[src/rtl/branch_pkg.sv]
// Shared types and opcode constants for the branch control block.
package branch_pkg;

  localparam logic [5:0] OP_B     = 6'b000101;
  localparam logic [5:0] OP_BL    = 6'b100101;
  localparam logic [7:0] OP_BCOND = 8'b01010100;
  localparam logic [7:0] OP_CBZ   = 8'b10110100;
  localparam logic [7:0] OP_CBNZ  = 8'b10110101;

  typedef enum logic [3:0] {
    EQ = 4'b0000, NE = 4'b0001, HS = 4'b0010, LO = 4'b0011,
    MI = 4'b0100, PL = 4'b0101, VS = 4'b0110, VC = 4'b0111,
    HI = 4'b1000, LS = 4'b1001, GE = 4'b1010, LT = 4'b1011,
    GT = 4'b1100, LE = 4'b1101, AL = 4'b1110, NV = 4'b1111
  } cond_e;

  typedef struct packed {
    logic n;
    logic z;
    logic c;
    logic v;
  } flags_t;

  typedef enum logic {RUN = 1'b0, HALT = 1'b1} br_state_e;

endpackage

[src/rtl/branch_control_cond_eval.sv]
// Combinational condition-code evaluator: maps (cond, NZCV) to a taken decision.
module cond_eval
  import branch_pkg::*;
(
  input  cond_e  cond,
  input  flags_t f,
  output logic   taken
);

  always_comb begin
    taken = 1'b0;
    case (cond)
      EQ: taken = f.z;
      NE: taken = !f.z;
      HS: taken = f.c;
      LO: taken = !f.c;
      MI: taken = f.n;
      PL: taken = !f.n;
      VS: taken = f.v;
      VC: taken = !f.v;
      HI: taken = f.c && !f.z;
      LS: taken = !f.c || f.z;
      GE: taken = (f.n == f.v);
      LT: taken = (f.n != f.v);
      GT: taken = !f.z && (f.n == f.v);
      LE: taken = f.z || (f.n != f.v);
      AL: taken = 1'b1;
      NV: taken = 1'b1;
      default: taken = 1'b0;
    endcase
  end

endmodule

[src/rtl/branch_control.sv]
// Branch decode/evaluate, NZCV flag register and sticky branch-to-self halt.
// Optional BRANCH_STATS_EN adds saturating branch / taken-branch counters.
module branch_control
  import branch_pkg::*;
#(
  parameter int HALT_DETECT = 1
) (
  input  logic        clk,
  input  logic        reset,
  input  logic [31:0] instruction,
  input  logic        rt_zero,
  input  logic        flag_write,
  input  logic [3:0]  alu_flags,
  output logic        UncondBr,
  output logic        BrTaken,
  output logic        link_write,
  output logic [3:0]  flags,
  output logic        halted
`ifdef BRANCH_STATS_EN
  ,
  output logic [31:0] br_count,
  output logic [31:0] br_taken_count
`endif
);

  flags_t    flag_q;
  br_state_e state, state_next;

  logic is_b, is_bl, is_bcond, is_cbz, is_cbnz, is_branch;
  logic cond_taken, self_branch;

  assign is_b      = (instruction[31:26] == OP_B);
  assign is_bl     = (instruction[31:26] == OP_BL);
  assign is_bcond  = (instruction[31:24] == OP_BCOND);
  assign is_cbz    = (instruction[31:24] == OP_CBZ);
  assign is_cbnz   = (instruction[31:24] == OP_CBNZ);
  assign is_branch = is_b || is_bl || is_bcond || is_cbz || is_cbnz;

  // B.cond sees only the registered flags; a same-cycle flag write is not forwarded.
  cond_eval u_cond_eval (
    .cond  (cond_e'(instruction[3:0])),
    .f     (flag_q),
    .taken (cond_taken)
  );

  always_comb begin
    UncondBr   = 1'b0;
    BrTaken    = 1'b0;
    link_write = 1'b0;
    if (!reset) begin
      UncondBr   = is_b || is_bl;
      link_write = is_bl;
      if (is_b || is_bl)  BrTaken = 1'b1;
      else if (is_cbz)    BrTaken = rt_zero;
      else if (is_cbnz)   BrTaken = !rt_zero;
      else if (is_bcond)  BrTaken = cond_taken;
    end
  end

  assign self_branch = (HALT_DETECT != 0) && is_b && (instruction[25:0] == 26'd0);

  always_comb begin
    state_next = state;
    case (state)
      RUN:     if (self_branch) state_next = HALT;
      HALT:    state_next = HALT;
      default: state_next = RUN;
    endcase
  end

  always_ff @(posedge clk) begin
    if (reset) begin
      state  <= RUN;
      flag_q <= '0;
    end else begin
      state <= state_next;
      if (flag_write) flag_q <= flags_t'(alu_flags);
    end
  end

  assign flags  = flag_q;
  assign halted = (state == HALT);

`ifdef BRANCH_STATS_EN
  always_ff @(posedge clk) begin
    if (reset) begin
      br_count       <= '0;
      br_taken_count <= '0;
    end else if (state == RUN && is_branch) begin
      if (br_count != 32'hFFFF_FFFF) br_count <= br_count + 32'd1;
      if (BrTaken && br_taken_count != 32'hFFFF_FFFF)
        br_taken_count <= br_taken_count + 32'd1;
    end
  end
`endif

endmodule

[config.mk]
export PLATFORM = sky130hd
export DESIGN_NAME = branch_control
export DESIGN_NICKNAME = d
export VERILOG_FILES = /design/src/rtl/branch_pkg.sv /design/src/rtl/branch_control_cond_eval.sv /design/src/rtl/branch_control.sv
export SDC_FILE = /design/constraint.sdc
export NUM_CORES = 1
export LEC_CHECK = 0
export BUFFER_PORTS_ARGS = -buffer_cell sky130_fd_sc_hd__buf_4
export CAP_MARGIN = 5
export CELL_PAD_IN_SITES_DETAIL_PLACEMENT = 0
export CELL_PAD_IN_SITES_GLOBAL_PLACEMENT = 1
export CORE_MARGIN = 2
export CORE_UTILIZATION = 23
export CTS_BUF_LIST = sky130_fd_sc_hd__clkbuf_4
export DETAILED_ROUTE_END_ITERATION = 7
export PLACE_DENSITY = 0.8
export SLEW_MARGIN = 30
export SYNTH_ARGS = -nofsm -noshare
export SYNTH_HDL_FRONTEND = slang
export SYNTH_SLANG_ARGS = --single-unit
[constraint.sdc]
create_clock -name clk -period 1.7 [get_ports clk]
set_input_delay 0.085 -clock clk [delete_from_list [all_inputs] [get_ports clk]]
set_output_delay 0.085 -clock clk [all_outputs]
set_load 0.005 [all_outputs]
# [After elaboration in Yosys (flattened, before gate mapping)]
# Cells that the tools add are included.
# W data, S select, Z words.
[word_totals] ff_bits=5 word_cells=52 inputBits=40
[classes] reduce_logical=14 n_mux=10 bitwise=1 n_eq_ne=22
[op_table] cell="$eq A4 B4 Y1 const B" count=8
[op_table] cell="$logic_not A26 Y1" count=1
[op_table] cell="$eq A4 B3 Y1 const B" count=4
[op_table] cell="$eq A8 B8 Y1 const B" count=2
[op_table] cell="$pmux W1 S15" count=1
[op_table] cell="$eq A4 B2 Y1 const B" count=2
[op_table] cell="$eq A8 B7 Y1 const B" count=1
[op_table] cell="$mux W1" count=8
[op_table] cell="$eq A6 B3 Y1 const B" count=1
[op_table] cell="$eq A6 B6 Y1 const B" count=1
[op_table] cell="$logic_not A1 Y1" count=5
[op_table] cell="$eq A4 B1 Y1 const B" count=1
[op_table] cell="$logic_not A4 Y1" count=1
[op_table] cell="$logic_and A1 B1 Y1" count=3
[op_table] cell="$logic_or A1 B1 Y1" count=3
[op_table] cell="$pmux W1 S2" count=1
[op_table] cell="$reduce_or A2 Y1" count=1
[op_table] cell="$eq A1 B1 Y1" count=1
[op_table] cell="$ne A1 B1 Y1" count=1
[op_table] cell="$not A1 Y1" count=1

# [Logic depth before layout (Yosys ltp)]
[logic_depth] ltp_word=8 mapped_depth=6 mapped_depth_nobuf=5

# [By module]
# Synthesis repeated with hierarchy kept, for this count alone.
[unflattened] hier_cells=61 area_unflattened_um2=489.2
[modules_own_cells] mod="branch_control" area_per_inst_um2=287.8 cells_per_inst=32 n_inst=1
[modules_own_cells] mod="cond_eval" area_per_inst_um2=201.4 cells_per_inst=29 n_inst=1

# [Worst setup path before layout]
# Ideal clock, no wire load.
[synth_timing] path_type="reg2out" start="register flag_q (netlist bit flags[2])" end="output port BrTaken" arrival_time_ps=1422 required_time_ps=1615 slack_ps=193 path_stages_with_launch=6 path_cell_list="dfxtp_1 and2b_4 a22oi_2 xnor2_1 o211a_1 o41a_1"
[synth_via] elab_chain_cells=8 word_cells_on_any_way=11
[synth_rtl] element="from (decl)" line_no="branch_control.sv:26" source="flags_t flag_q;"
[synth_rtl] element="from (signal assigned)" line_no="branch_control.sv:77" source="if (flag_write) flag_q <= flags_t'(alu_flags);"
[synth_rtl] element="$logic_not A1 Y1" line_no="branch_control_cond_eval.sv:14, branch_control_cond_eval.sv:21, branch_control_cond_eval.sv:25"
[synth_rtl] element="$logic_and A1 B1 Y1 (on tied branches)" line_no="branch_control_cond_eval.sv:25, branch_control_cond_eval.sv:21"
[synth_rtl] element="$pmux W1 S15 *" line_no="branch_control_cond_eval.sv:12" source="case (cond)"
[synth_rtl] element="$mux W1 *" line_no="branch_control.sv:56" source="else if (is_bcond) BrTaken = cond_taken;"
[synth_rtl] element="$mux W1 *" line_no="branch_control.sv:55" source="else if (is_cbnz) BrTaken = !rt_zero;"
[synth_rtl] element="$mux W1 *" line_no="branch_control.sv:54" source="else if (is_cbz) BrTaken = rt_zero;"
[synth_rtl] element="$mux W1 *" line_no="branch_control.sv:53" source="if (is_b || is_bl) BrTaken = 1'b1;"
[synth_rtl] element="$mux W1 *" line_no="branch_control.sv:50" source="if (!reset) begin"
[synth_rtl] element="to (decl)" line_no="branch_control.sv:15" source="output logic BrTaken,"
# Mark *: on every way between the ends. The rest lies on a longest branch, timed or not.

# [Worst setup path in the final report]
[layout_timing] start="register flag_q (netlist bit flags[0])" end="output port BrTaken"
[layout_via] elab_chain_cells=8 word_cells_on_any_way=11
[layout_rtl] element="$ne A1 B1 Y1 or $eq A1 B1 Y1 (tied branches)"
[layout_rtl] element="$logic_or A1 B1 Y1 or $logic_and A1 B1 Y1 (tied branches)" line_no="branch_control_cond_eval.sv:26, branch_control_cond_eval.sv:25"
[layout_rtl] element="$pmux W1 S15 *" line_no="branch_control_cond_eval.sv:12"
[layout_rtl] element="$mux W1 *" line_no="branch_control.sv:56"
[layout_rtl] element="$mux W1 *" line_no="branch_control.sv:55"
[layout_rtl] element="$mux W1 *" line_no="branch_control.sv:54"
[layout_rtl] element="$mux W1 *" line_no="branch_control.sv:53"
[layout_rtl] element="$mux W1 *" line_no="branch_control.sv:50"
# Marked as above.

==> summary.md <==
| Metric | Value |
|---|---|
| Utilization after layout | 0.456 |
| Drt pass-1 iters | 3 |
| CTS tree | done |
| Total Neg Setup Slack | -0.0474 ns |
| Synth Cell Area | about 500 µm² |
| Final hold vios | 0 |
| Worst-path maximum fanout | 7 |
| Synth Register Bits | 5 |
| Sequential area share after synthesis | 0.202 |
| Initial core utilization | 0.247 |
| Worst-margin pin slew | 0.272 ns |
| CP dominant cell by count | buf_4 |
| Clock root buffer | clkbuf_4 |
| Half-perimeter wire length after placement | 1370 µm |
| R2R setup slack | around 0.95 ns |
| Diode count | 0 |
| Post-CTS Setup Bufs | 0 |
| Synth warnings | 0 |
| First-pass GRT wire length | between 2000 and 3000 µm |
| Finished Cell Area | 912 µm² |
| EDFF count, synth | 0 |
| Routed via count | 693 |
| Syn_nets | 110 |
| Clock transition at path regs | 0.04 ns |
| Placed cell count | 143 |
| Post-layout minimum cycle time | 1.75 ns |
| Tot Pwr | 439 µW |
| Clk_lat worst skew | 0.24 ns |
| Hold Crit Start | reset |
| Max-slew violations | 0 |
| Max Root-Sink Buffers | 2 |
| F_max | between 500 and 600 MHz |
| Share of flip-flops with an asynchronous set or reset | 0 |
| Final WL | approximately 1600 µm |
| IO Count | 48 |
| WHS | ~0.061 ns |
| Worst Hold Class | in -> reg |
| Number of clock sinks | 5 |
| Vias in the first global route | 674 |
| Share of cells above drive strength 1 | 0.475 |
| CTS Buf Count | 3 |
| H-tree level count | 1 |
| Reg-to-Reg End | flags[0]$_SDFFE_PP0P_ |
| Placed Area | 881 µm² |
| Final Skew | 0 ns |
| Startpoint Class | register |
| Area grow syn2layout | 84.1% |
| Placer Congestion | ~0.75 |
| Rel. slew slack | 0.817 |
| Power density cells | 481 mW/mm² |
| Die height | 50.4 µm |
| Share of the synthesized area in the top cell type | 0.202 |
| Routed WL per cell | approximately 11 µm |
| RSZ-0062 raised after global routing | yes |
| Die X-Extent | around 50 µm |
| Endpoint class of the critical path | output port |
| Gate Count Post-Synth | 70 |
| Nets | approximately 160 |
| Leading area contributor after synthesis | dfxtp_1 |
| Post-route DRC violation count | 0 |
| Worst hold stages | 2 |
| Die area | 0.00254 mm² |
| Top post-synthesis cells by area | dfxtp_1 (20%), nor2_1 (9.8%), mux2i_1 (8.1%) |
| Post-route ant nets | 0 |
| Worst path bufs/invs | 2 |
| Status | finished with violations |
| Failing checks | negative setup slack |
| Worst path cell trace | buf_4 > xor2_1 > o211ai_1 > nand3_1 > o41a_1 > buf_4 |
| Pin count of the biggest net entering global routing | 11 |
| WP data required | 1.62 ns |
| Worst Hold End | flags[2]$_SDFFE_PP0P_ |
| Layout Cells excl Fill | roughly 150 |
| Fin crit share | 1.03 |
| CP max stage delay | around 0.41 ns |
| Pleak | ~0.44 nW |
| Most common cell in the netlist | nor2_1 |
| Mean post-synth cell area | roughly 7 µm² |
| Worst vdd ir | 0.000391 V |
| Max cap viols | 0 |
| Crit Path Class | reg -> out |
| Netlist cell types | 28 |
| Setup WS pre-CTS | 0.0520 ns |
| Commonest cells post-synth | nor2_1 (13), nand2_1 (6), nor4_1 (6) |
| Primary FF master, synth | dfxtp_1 |
| Initial antenna violation count | 0 |
| PortBufs | 47 |
| DRT iter0 DRCs | 3 |
| GR Overflow Total | 0 |
| R2R depth | 3 |
| Top Family by Delay on Critical Path | compound AO/OA/AOI/OAI gates |
| Via-to-Cell Ratio | between 4 and 5 |
| Fillers | 218 |
| Slowest-stage cell, CP | o41a_1 |
| # rows | 16 |
| Worst EP arrival | 1.66 ns |
| Setup ws final | -0.0474 ns |
| All-layer global routing usage | 0.138 |
| Setup violators final | 1 |
| RR Startpoint | flags[0]$_SDFFE_PP0P_ |
| Core area | 0.00200 mm² |
-- worst register-to-register path: stages, from the launching register on --
cell     delay [ns]
dfxtp_1        0.31
buf_4          0.16
mux2i_1        0.12
nor2_1         0.05
-- how the worst max path moves through the flow --
stage / start / endpoint / slack (ns) / cells past startpoint
floorplan: flags[2]$_SDFFE_PP0P_ / BrTaken / 0.19 / 5
global placement: flags[2]$_SDFFE_PP0P_ / BrTaken / 0.07 / 6
detailed placement: flags[2]$_SDFFE_PP0P_ / BrTaken / 0.05 / 6
CTS: flags[2]$_SDFFE_PP0P_ / BrTaken / -0.07 / 6
global route: flags[2]$_SDFFE_PP0P_ / BrTaken / -0.14 / 6
finish: flags[0]$_SDFFE_PP0P_ / BrTaken / -0.05 / 6
-- layer usage --
layer / global-route usage / wire length (µm) / up-vias
li1: - / - / 356
met1: 0.152 / 608 / 297
met2: 0.250 / 808 / 40
met3: 0.0536 / 172 / 0
met4: 0.0270 / 0 / 0
met5: 0 / 0 / -
-- placed cells by master (no fill, tap or decap), types with 2 or more instances in the layout --
cell	n
a21oi_1	2
mux2i_1	4
a31oi_1	2
nand2_1	6
nor2_1	13
clkbuf_4	4
nand3_1	2
o21ai_0	3
nor4_1	6
buf_4	50
dfxtp_1	4
xnor2_1	3
nor3_1	5
xor2_1	2
-- timing repair --
item                                    in CTS  in global routing
endpoints found under the setup margin       1                  1
endpoints found under the hold margin        0                  0
resized for setup                            1                  0
pin swaps                                    4                  1
hold buffers                                 0                  0
-- sequential cells by signal, indices dropped and copies added, names as in the netlist --
register and cells:
flags 4, halted 1
-- final cells by class --
type | instances | area (µm²) | share of cell area
flip-flops and latches | 5 | 101 | 0.111
multi-input cells | 60 | 368 | 0.403
repair buffers | 50 | 375 | 0.412
inverters | 1 | 3.75 | 0.00412
clock buffers | 4 | 30.0 | 0.0329
well taps | 27 | 33.8 | 0.0370
-- cell families after synthesis --
group / after synthesis / synth area share
XOR/XNOR: 5 / 0.0884
multiplexers: 4 / 0.0808
AO/OA/AOI/OAI: 12 / 0.177
buffers and inverters: 5 / 0.0555
flip-flops: 5 / 0.202
AND/OR/NAND/NOR: 39 / 0.397
-- report_power, final --
part           total [mW]  internal, mW  switching, mW
clock network       0.152         0.105         0.0476
logic               0.158        0.0990         0.0591
registers           0.129         0.124        0.00474
total               0.439         0.327          0.112
Note: power is estimated with default switching activity, not from simulation.
